File: src/rtl/bridge_timer.sv
// Memory-mapped countdown timer on the CPU bridge: CTRL/PRESET/COUNT registers,
// address-exception checking, and a registered interrupt request.
module bridge_timer #(
  parameter logic [31:0] BASE = 32'h0000_7F00
) (
  input  logic        clk,
  input  logic        reset,
  input  logic [31:0] Addr,
  input  logic [31:0] WriteData,
  input  logic [3:0]  Op,
  input  logic [4:0]  ExcCodeIn,
  input  logic        Req,
  output logic [31:0] ReadData,
  output logic [4:0]  ExcCodeOut,
  output logic        IRQ
);

  typedef enum logic [1:0] {
    ST_IDLE = 2'd0,
    ST_LOAD = 2'd1,
    ST_CNT  = 2'd2,
    ST_INT  = 2'd3
  } state_t;

  state_t      state_reg;
  logic [3:0]  ctrl_reg;
  logic [31:0] preset_reg;
  logic [31:0] count_reg;
  logic        irq_flag_reg;

  logic        sel;
  logic        is_load;
  logic        is_store;
  logic [3:0]  off_hit;
  logic [4:0]  exc;
  logic        we;
  logic        we_ctrl;
  logic        we_preset;

  // One-hot decode of the word offset inside the 16-byte block.
  genvar gi;
  generate
    for (gi = 0; gi < 4; gi++) begin : g_off
      assign off_hit[gi] = (Addr[3:2] == 2'(gi));
    end
  endgenerate

  assign is_load  = (Op >= 4'd1) && (Op <= 4'd5);
  assign is_store = (Op >= 4'd6) && (Op <= 4'd8);
  assign sel      = (Addr[31:4] == BASE[31:4]) && (is_load || is_store);

  // A pending upstream exception always wins over our own address checks.
  always_comb begin
    exc = 5'd0;
    if (ExcCodeIn != 5'd0)
      exc = ExcCodeIn;
    else if (sel && is_load &&
             ((Op != 4'd1) || (Addr[1:0] != 2'b00) || off_hit[3]))
      exc = 5'd4;
    else if (sel && is_store &&
             ((Op != 4'd6) || (Addr[1:0] != 2'b00) || off_hit[3] || off_hit[2]))
      exc = 5'd5;
  end

  assign ExcCodeOut = exc;

  always_comb begin
    ReadData = 32'h0;
    if (sel && (Op == 4'd1) && (exc == 5'd0)) begin
      case (Addr[3:2])
        2'd0:    ReadData = {28'b0, ctrl_reg};
        2'd1:    ReadData = preset_reg;
        2'd2:    ReadData = count_reg;
        default: ReadData = 32'h0;
      endcase
    end
  end

  assign we        = sel && (Op == 4'd6) && (exc == 5'd0) && !Req;
  assign we_ctrl   = we && off_hit[0];
  assign we_preset = we && off_hit[1];

  // PRESET writes are independent of the FSM; a CTRL write preempts it.
  always_ff @(posedge clk or negedge reset) begin
    if (!reset) begin
      state_reg    <= ST_IDLE;
      ctrl_reg     <= 4'd0;
      preset_reg   <= 32'd0;
      count_reg    <= 32'd0;
      irq_flag_reg <= 1'b0;
    end else begin
      if (we_preset)
        preset_reg <= WriteData;
      if (we_ctrl) begin
        ctrl_reg     <= WriteData[3:0];
        state_reg    <= ST_IDLE;
        irq_flag_reg <= 1'b0;
      end else begin
        case (state_reg)
          ST_IDLE: begin
            if (ctrl_reg[0])
              state_reg <= ST_LOAD;
          end
          ST_LOAD: begin
            count_reg <= preset_reg;
            state_reg <= ST_CNT;
          end
          ST_CNT: begin
            if (!ctrl_reg[0]) begin
              state_reg <= ST_IDLE;
            end else if (count_reg > 32'd1) begin
              count_reg <= count_reg - 32'd1;
            end else begin
              count_reg    <= 32'd0;
              irq_flag_reg <= 1'b1;
              state_reg    <= ST_INT;
            end
          end
          ST_INT: begin
            // MODE 1x behaves as one-shot.
            if (ctrl_reg[2:1] == 2'b01) begin
              irq_flag_reg <= 1'b0;
              state_reg    <= ST_LOAD;
            end else begin
              ctrl_reg[0] <= 1'b0;
              state_reg   <= ST_IDLE;
            end
          end
          default: state_reg <= ST_IDLE;
        endcase
      end
    end
  end

  assign IRQ = irq_flag_reg & ctrl_reg[3];

endmodule

File: config.mk
export PLATFORM = sky130hd
export DESIGN_NAME = bridge_timer
export DESIGN_NICKNAME = d
export VERILOG_FILES = /design/src/rtl/bridge_timer.sv
export SDC_FILE = /design/constraint.sdc
export NUM_CORES = 1
export LEC_CHECK = 0
export CAP_MARGIN = 20
export CORE_ASPECT_RATIO = 1.5
export CORE_MARGIN = 2
export CORE_UTILIZATION = 35
export DETAILED_ROUTE_END_ITERATION = 8
export MAX_ROUTING_LAYER = met4
export SYNTH_ARGS = -nofsm -noshare
export SYNTH_HDL_FRONTEND = slang
export SYNTH_SLANG_ARGS = --single-unit
File: constraint.sdc
create_clock -name clk -period 6.1 [get_ports clk]
set_clock_uncertainty 0.1 [all_clocks]
set_input_delay 1.22 -clock clk [delete_from_list [all_inputs] [get_ports clk]]
set_output_delay 1.22 -clock clk [all_outputs]
set_load 0.005 [all_outputs]
# == After elaboration in Yosys (flattened, before gate mapping) ==
# Cells that the tools add are included.
# classes
bitwise,2
mux,22
n_reduce_logical,33
magnitude_cmp,5
addsub,1
n_eq_ne,19
# op_table
op,count
$mux 32,3
$pmux 32 s3,1
$pmux 32 s2,1
$gt 32x1->1 const B,1
$sub 32x1->32 const B,1
$eq 28x11->1 const B,1
$logic_and 1x1->1,14
$ne 3x3->1 const B,4
$eq 2x2->1 const B,4
$mux 1,8
$mux 2,4
$pmux 2 s4,1
$eq 2x1->1 const B,3
$logic_or 1x1->1,6
$mux 3,2
$reduce_bool 2->1,3
$logic_not 5->1,1
$mux 5,1
$reduce_bool 5->1,1
$eq 4x1->1 const B,1
$eq 4x3->1 const B,1
$ge 4x1->1 const B,1
$ge 4x3->1 const B,1
$le 4x3->1 const B,1
other kinds (14),17
# word_totals
inputBits,76
regBits,71
output_inout_bits,38

# == Depth between registers and ports, before layout ==
# Gate-level depths: netlist of the first run.
# depth
word_depth,15
mapped_depth,9
depth_no_buf,7

# == Worst setup path after synthesis of the first run ==
# OpenSTA, ideal clock, no wires.
# synth_path
path_type,input to output
start,in Addr[29]
end,out ReadData[10]
stages,6
setup_slack_ps,2154
n_path_buf,1
arrival_ps,2626
path_cell_list,nor4b_1 > nand4_1 > nor4_1 > nand4_1 > clkbuf_1 > nor2_1
# synth_between
elab_chain_len,10
elab_cells_between_ends,13
# synth_lines
item,line_no,rtl
start: declaration,8,"input logic [31:0] Addr,"
$eq 28x11->1 *,50,assign sel = (Addr[31:4] == BASE[31:4]) && (is_load || is_store);
$logic_and 1x1->1 *,50,
$logic_and 1x1->1 (2 in a row),60,else if (sel && is_store &&
$mux 3,60,
$mux 3,57,else if (sel && is_load &&
$mux 5,55,if (ExcCodeIn != 5'd0)
$logic_not 5->1,69,if (sel && (Op == 4'd1) && (exc == 5'd0)) begin
$logic_and 1x1->1 *,69,
$mux 32 *,69,
end: declaration,13,"output logic [31:0] ReadData,"
# Every way passes the cells marked *; elsewhere a longest branch is shown, timed or not.

# == Final worst setup path of the first run ==
# layout_path
start,in Addr[12]
end,out ReadData[25]
# The elaborated chain is that of the path after synthesis.

==> impl_results.md, run 1 <==
* Outcome: finished, final reports clean
* Post-synthesis compound-gate area fraction at 0.2462
* Detailed Place HPWL at 10410 um
* Avg Cell Area, Syn at 9.126 um2
* GRT Total Usage at 0.2162
* Drt first-iter violations at 357
* First-pass GRT wire length at 24900 um
* Avg WL per Cell at 19.63 um
* P_sw at 242.5 uW
* Max Fclk at 189.8 MHz
* Clock power share at 0.505
* Final setup vio count at 0
* Share of cells above drive strength 1 at 0.1551
* Vias in the first global route at 4810
* Final TNS setup at 0 ns
* Die area at 14740 um2
* Post-synthesis mux area share at 0.1010
* Core Footprint at 13470 um2
* CTS tree: done
* CP Max Fanout at 32
* Area growth syn-to-layout at 31.50%
* Clock transition at the registers of the reported paths at 0.05 ns
* Slew Limit Fails at 0
* Crit path launch type: input pin
* Lkg Pwr at 2.363 nW
* WP data required at 4.78 ns
* Sequential area share after synthesis at 0.3687
* Port bufs at 113
* Clock root cell: clkbuf_16
* Post-CTS resize count at 0
* Post-DRT Antenna Nets at 0
* Hold Crit Class: reg -> reg
* Power share of the combinational group at 0.086
* Hold Path Cell Cnt at 1
* Switching Share at 0.2105
* Slowest cell delay on critical path at 0.56 ns
* GP Congestion at 0.8806
* DRT Pass-1 Iters at 6
* CP cell instances: clkdlybuf4s50_1, nor4bb_1, nand4_1, nor4_1, nand4_1, buf_4, nor2_1, clkdlybuf4s50_1
* Synth cell types at 55
* Critical Path AT at 3.95 ns
* Initial antenna violation count at 0
* Synth Area in Simple Gates at 0.1948
* TritonCTS Sinks at 71
* Power per Cell Area at 181.8 nW/um2
* # DRC at 0
* XOR/XNOR Fraction of Synth Area at 0.003635
* Tightest Pin Transition at 1.116 ns
* Post-CTS setup repair buffer count at 0
* Post-synth top flop: dfrtp_1
* Hold buffer count at CTS at 0
* Peak supply drop at 134.9 uV
* Starting Density at 0.3578
* Final core occ at 0.4705
* Setup repair after global routing missed its margin: no
* Fin crit period at 5.268 ns
* Diode count at 0
* H-tree depth at 3
* Register bit total from synthesis at 71
* Adder-cell share of the synthesized area at 0.01298
* EDFF count, synth at 0
* Final hold violation count at 0
* CP Capture Type: output pin
* Die extent in x at 99.80 um
* Seq pwr share at 0.409
* Slew headroom at 0.2494
* CP max-delay cell: clkdlybuf4s50_1
* Post-Route WL at 15330 um
* Main combinational cell family by area after synthesis: compound AO/OA/AOI/OAI gates
* Worst reg2reg path depth at 6
* Die Ht at 147.7 um
* Max-cap violations at 0
* Mapped Area at 4818 um2
* Clock buffer depth at 2
* DR vias at 4691
* Clk_lat worst skew at 0.34 ns
* Pin count of the biggest net entering global routing at 63
* Grt ovf at 0
* TritonCTS Buffers at 9
* Synthesized Nets at 609
* Yosys warnings at 0
* Ys async rst share at 1.000
* Cell Int Power at 909.5 uW
* Post-route clock period utilization at 0.8635
* Via/cell ratio at 6.006
* Gate Count Post-Synth at 528
* IO Pins at 114
* Crit Path Category: in -> out
* Total Nets Final at 695
* Rows at 52
[placed cells by master, fill, tap and decap left out, types with 16 or more instances in the layout]
| cell type | count |
|---|---|
| inv_1 | 28 |
| nand2_1 | 25 |
| a32oi_1 | 21 |
| a211oi_2 | 20 |
| clkdlybuf4s50_1 | 112 |
| nor2_1 | 55 |
| o22ai_1 | 20 |
| nor4_1 | 19 |
| a22oi_1 | 36 |
| mux2_2 | 37 |
| nor3_1 | 16 |
| dfrtp_1 | 71 |
[area by class of cell]
| type | instances | area, um2 |
|---|---|---|
| clock inverter | 3 | 65.06 |
| sequential | 71 | 1777 |
| timing repair buffer | 124 | 1209 |
| clock buffer | 13 | 260.3 |
| inverter | 29 | 108.9 |
| multi-input combinational | 379 | 2714 |
| tap | 162 | 202.7 |
| fill | 1268 | 7132 |
[worst max-delay path, delay by kind of cell]
kind | cells | cell delay (ns)
buffers and inverters | 3 | 1.30
AND/OR/NAND/NOR | 5 | 1.41
[through the flow]
stage / hold slack (ns) / total power, mW / cells / setup slack [ns] / cell area, um2
3_3_place_gp: 0.4185 / 0.5779 / 764 / 0.9455 / 6003
3_5_place_dp: 0.4259 / 0.5787 / 765 / 0.8536 / 6011
5_1_grt: 0.4651 / 1.192 / 781 / 0.5883 / 6336
4_1_cts: 0.4391 / 1.164 / 781 / 0.8528 / 6336
6_report: 0.4346 / 1.152 / 781 / 0.8325 / 6336
2_1_floorplan: 0.3941 / 0.5065 / 528 / 2.154 / 4818
[cells by family (layout without fill, tap and decap cells)]
kind of cell	after synthesis	after routing
compound gates	151	151
xor+xnor	2	2
fa+ha+maj	5	5
buf+inv	78	169
flops	71	71
mux	44	44
simple gates	177	177
[worst paths after layout]
kind                                start        endpoint  slack [ns]
setup / recovery                 Addr[12]    ReadData[25]        0.83
hold / removal             preset_reg[20]  preset_reg[20]        0.43
setup reg to reg            count_reg[25]   count_reg[27]        2.86
hold reg to reg            preset_reg[20]  preset_reg[20]        0.43
max in group asynchronous           reset    count_reg[4]        4.16
min in group asynchronous           reset  preset_reg[17]        0.63
[metal layers]
metal  global-route usage  up-vias  share of wire
met3              0.04113       30          0.064
met2               0.3662      196           0.51
met5                    -        -              0
met4              0.08082        0          0.023
met1               0.2534     2267           0.41
li1                     -     2198              -
[synth_stat cells, types with 3 or more instances]
| cell | number | area share |
|---|---|---|
| dfrtp_1 | 71 | 0.37 |
| nor2_1 | 55 | 0.043 |
| mux2_2 | 37 | 0.086 |
| a22oi_1 | 36 | 0.056 |
| clkbuf_1 | 36 | 0.028 |
| inv_1 | 28 | 0.022 |
| nand2_1 | 25 | 0.019 |
| a32oi_1 | 21 | 0.038 |
| a211oi_2 | 20 | 0.052 |
| nor4_1 | 20 | 0.026 |
| o22ai_1 | 20 | 0.026 |
| nor3_1 | 16 | 0.017 |
| o211ai_1 | 14 | 0.022 |
| o21ai_0 | 14 | 0.015 |
| or4_1 | 10 | 0.016 |
| nand3_1 | 9 | 0.0093 |
| a21oi_1 | 8 | 0.0083 |
| nand4_1 | 8 | 0.010 |
| buf_6 | 7 | 0.016 |
| mux2i_1 | 7 | 0.015 |
| ha_1 | 5 | 0.013 |
| nor2b_1 | 5 | 0.0065 |
| a31oi_1 | 4 | 0.0052 |
| buf_2 | 4 | 0.0042 |
| nor4b_1 | 4 | 0.0073 |
| and3_1 | 3 | 0.0039 |
| or2_2 | 3 | 0.0039 |
[power groups by stage]
stage	clock (mW)	sequential, mW	combinational, mW
floorplan	0	0.480	0.0268
global placement	0	0.480	0.0984
detailed placement	0	0.480	0.0991
CTS	0.593	0.471	0.0997
global route	0.615	0.471	0.107
finish	0.582	0.471	0.0986
No activity file was read; power rests on OpenSTA's default activity.
==> run 2: changes to the inputs <==
Settings changed: CORE_MARGIN 2 to not set.
==> impl_results.md, run 2 (synthesis results as in run 1) <==
* Outcome: finished, violations left
* Failing checks: DRC
* Share of cells above drive strength 1 at 0.1524
* Buf/Inv on CP at 3
* Post-Route WL at 15130 um
* Most frequent cells in the layout: clkdlybuf4s50_1 (112), dfrtp_1 (71), nor2_1 (55)
* CP max-delay cell: clkdlybuf4s50_1
* Grt ovf at 0
* Grt met1 use at 0.2570
* Slew headroom at 0.2022
* Worst reg2reg path startpoint: count_reg[25]
* Multi-input logic area at 2714 um2
* CP cell instances: clkdlybuf4s50_1, nor4b_1, nand4_1, nor4_1, nand4_1, buf_4, nor2_1, clkdlybuf4s50_1
* Hold Path Origin: count_reg[12]
* Clock root cell: clkbuf_16
* Die extent in x at 97.80 um
* Hold Path Cell Cnt at 2
* GRT busiest layer: met2
* CP Capture Type: output pin
* First-pass GRT wire length at 24440 um
* Max Fclk at 191.8 MHz
* Commonest non-fill, non-tap cell in the layout: clkdlybuf4s50_1
* H-tree depth at 3
* CP Max Fanout at 32
* Port bufs at 113
* Final TNS setup at 0 ns
* Die area at 14250 um2
* Tightest Pin Transition at 1.186 ns
* R2R setup slack at 2.80 ns
* Final hold violation count at 0
* Hold buffer count at CTS at 0
* Worst Hold Path EP: count_reg[12]
* Post-CTS resize count at 0
* DR vias at 4729
* IO Pins at 114
* TritonCTS Buffers at 9
* Fill cell count at 1270
* Critical Path AT at 3.89 ns
* Delay-heaviest family, CP: simple AND/OR/NAND/NOR gates
* Smallest hold slack at 0.4359 ns
* Post-DRT Antenna Nets at 0
* Worst R2R End: count_reg[0]
* Diode count at 0
* GP Congestion at 0.8837
* Met2 Use GR at 0.3759
* Post-CTS setup repair buffer count at 0
* GRT Total Usage at 0.2214
* Core Footprint at 13470 um2
* Slowest cell delay on critical path at 0.54 ns
* Pin count of the biggest net entering global routing at 72
* Starting Density at 0.3578
* Rows at 52
* Final setup vio count at 0
* Peak supply drop at 145.4 uV
* Clk_lat worst skew at 0.34 ns
* Grt met3 use at 0.03362
* Crit path launch type: input pin
* Drt first-iter violations at 439
* # DRC at 30
* Lkg Pwr at 2.335 nW
* Power per Cell Area at 168.2 nW/um2
* TritonCTS Sinks at 71
* Vias in the first global route at 4778
* Fin crit period at 5.214 ns
* Crit Path Category: in -> out
* Slew Limit Fails at 0
* DP Worst Slack at 0.8623 ns
* Post-route clock period utilization at 0.8548
* Register area at 1777 um2
* CTS tree: done
* Clock transition at the registers of the reported paths at 0.05 ns
* Max-cap violations at 0
* WP data required at 4.78 ns
* Initial antenna violation count at 0
* Avg WL per Cell at 19.43 um
* Setup ws final at 0.8856 ns
* Clock buffer depth at 2
* Setup repair after global routing missed its margin: no
* Total Nets Final at 695
* Die Ht at 145.7 um
* Via/cell ratio at 6.071
* DRT Pass-1 Iters at 7
* Worst reg2reg path depth at 6
* Hold Crit Class: reg -> reg
* Area growth syn-to-layout at 30.25%
* Detailed Place HPWL at 10240 um
## run 2: layout make-up
class | count | area share
clock buffer | 13 | 0.04147
clock inverter | 1 | 0.0007974
inverter | 29 | 0.01734
multi-input combinational | 379 | 0.4324
sequential | 71 | 0.2831
tap | 162 | 0.03230
timing repair buffer | 124 | 0.1926
## run 2: stage by stage
stage	power, mW	area (um2)	utilization	std cells
finish	1.056	6276	0.4660	779
global route	1.095	6276	0.4660	779
CTS	1.069	6276	0.4660	779
detailed placement	0.5787	6011	0.4463	765
global placement	0.5778	6003	0.4457	764
floorplan	0.5065	4818	-	528
## run 2: report_power, final
| part | switching [mW] | internal, mW |
|---|---|---|
| clock network | 0.193 | 0.292 |
| logic | 0.0406 | 0.0583 |
| registers | 0.000000000000119 | 0.471 |
## run 2: worst max-delay path by stage
| stage | from | end | depth (start not counted) |
|---|---|---|---|
| 3_3_place_gp | ExcCodeIn[0] | ReadData[24] | 8 |
| 3_5_place_dp | Addr[28] | ReadData[24] | 8 |
| 4_1_cts | Addr[28] | ReadData[24] | 8 |
| 2_1_floorplan | Addr[29] | ReadData[10] | 6 |
| 5_1_grt | ExcCodeIn[2] | ReadData[24] | 8 |
| 6_report | Addr[28] | ReadData[25] | 8 |
## run 2: metal layers
metal  vias to the layer above  wire [um]
met1                      2307       6120
met3                        35        868
li1                       2192          -
met2                       195       7723
met5                         -          0
met4                         0        421
## run 2: worst register-to-register path, delay by kind of cell (launching register included)
kind	cells	cell delay, ns
buf+inv	1	0.35
flops	1	0.42
compound gates	2	0.78
simple gates	2	1.29
mux	1	0.25
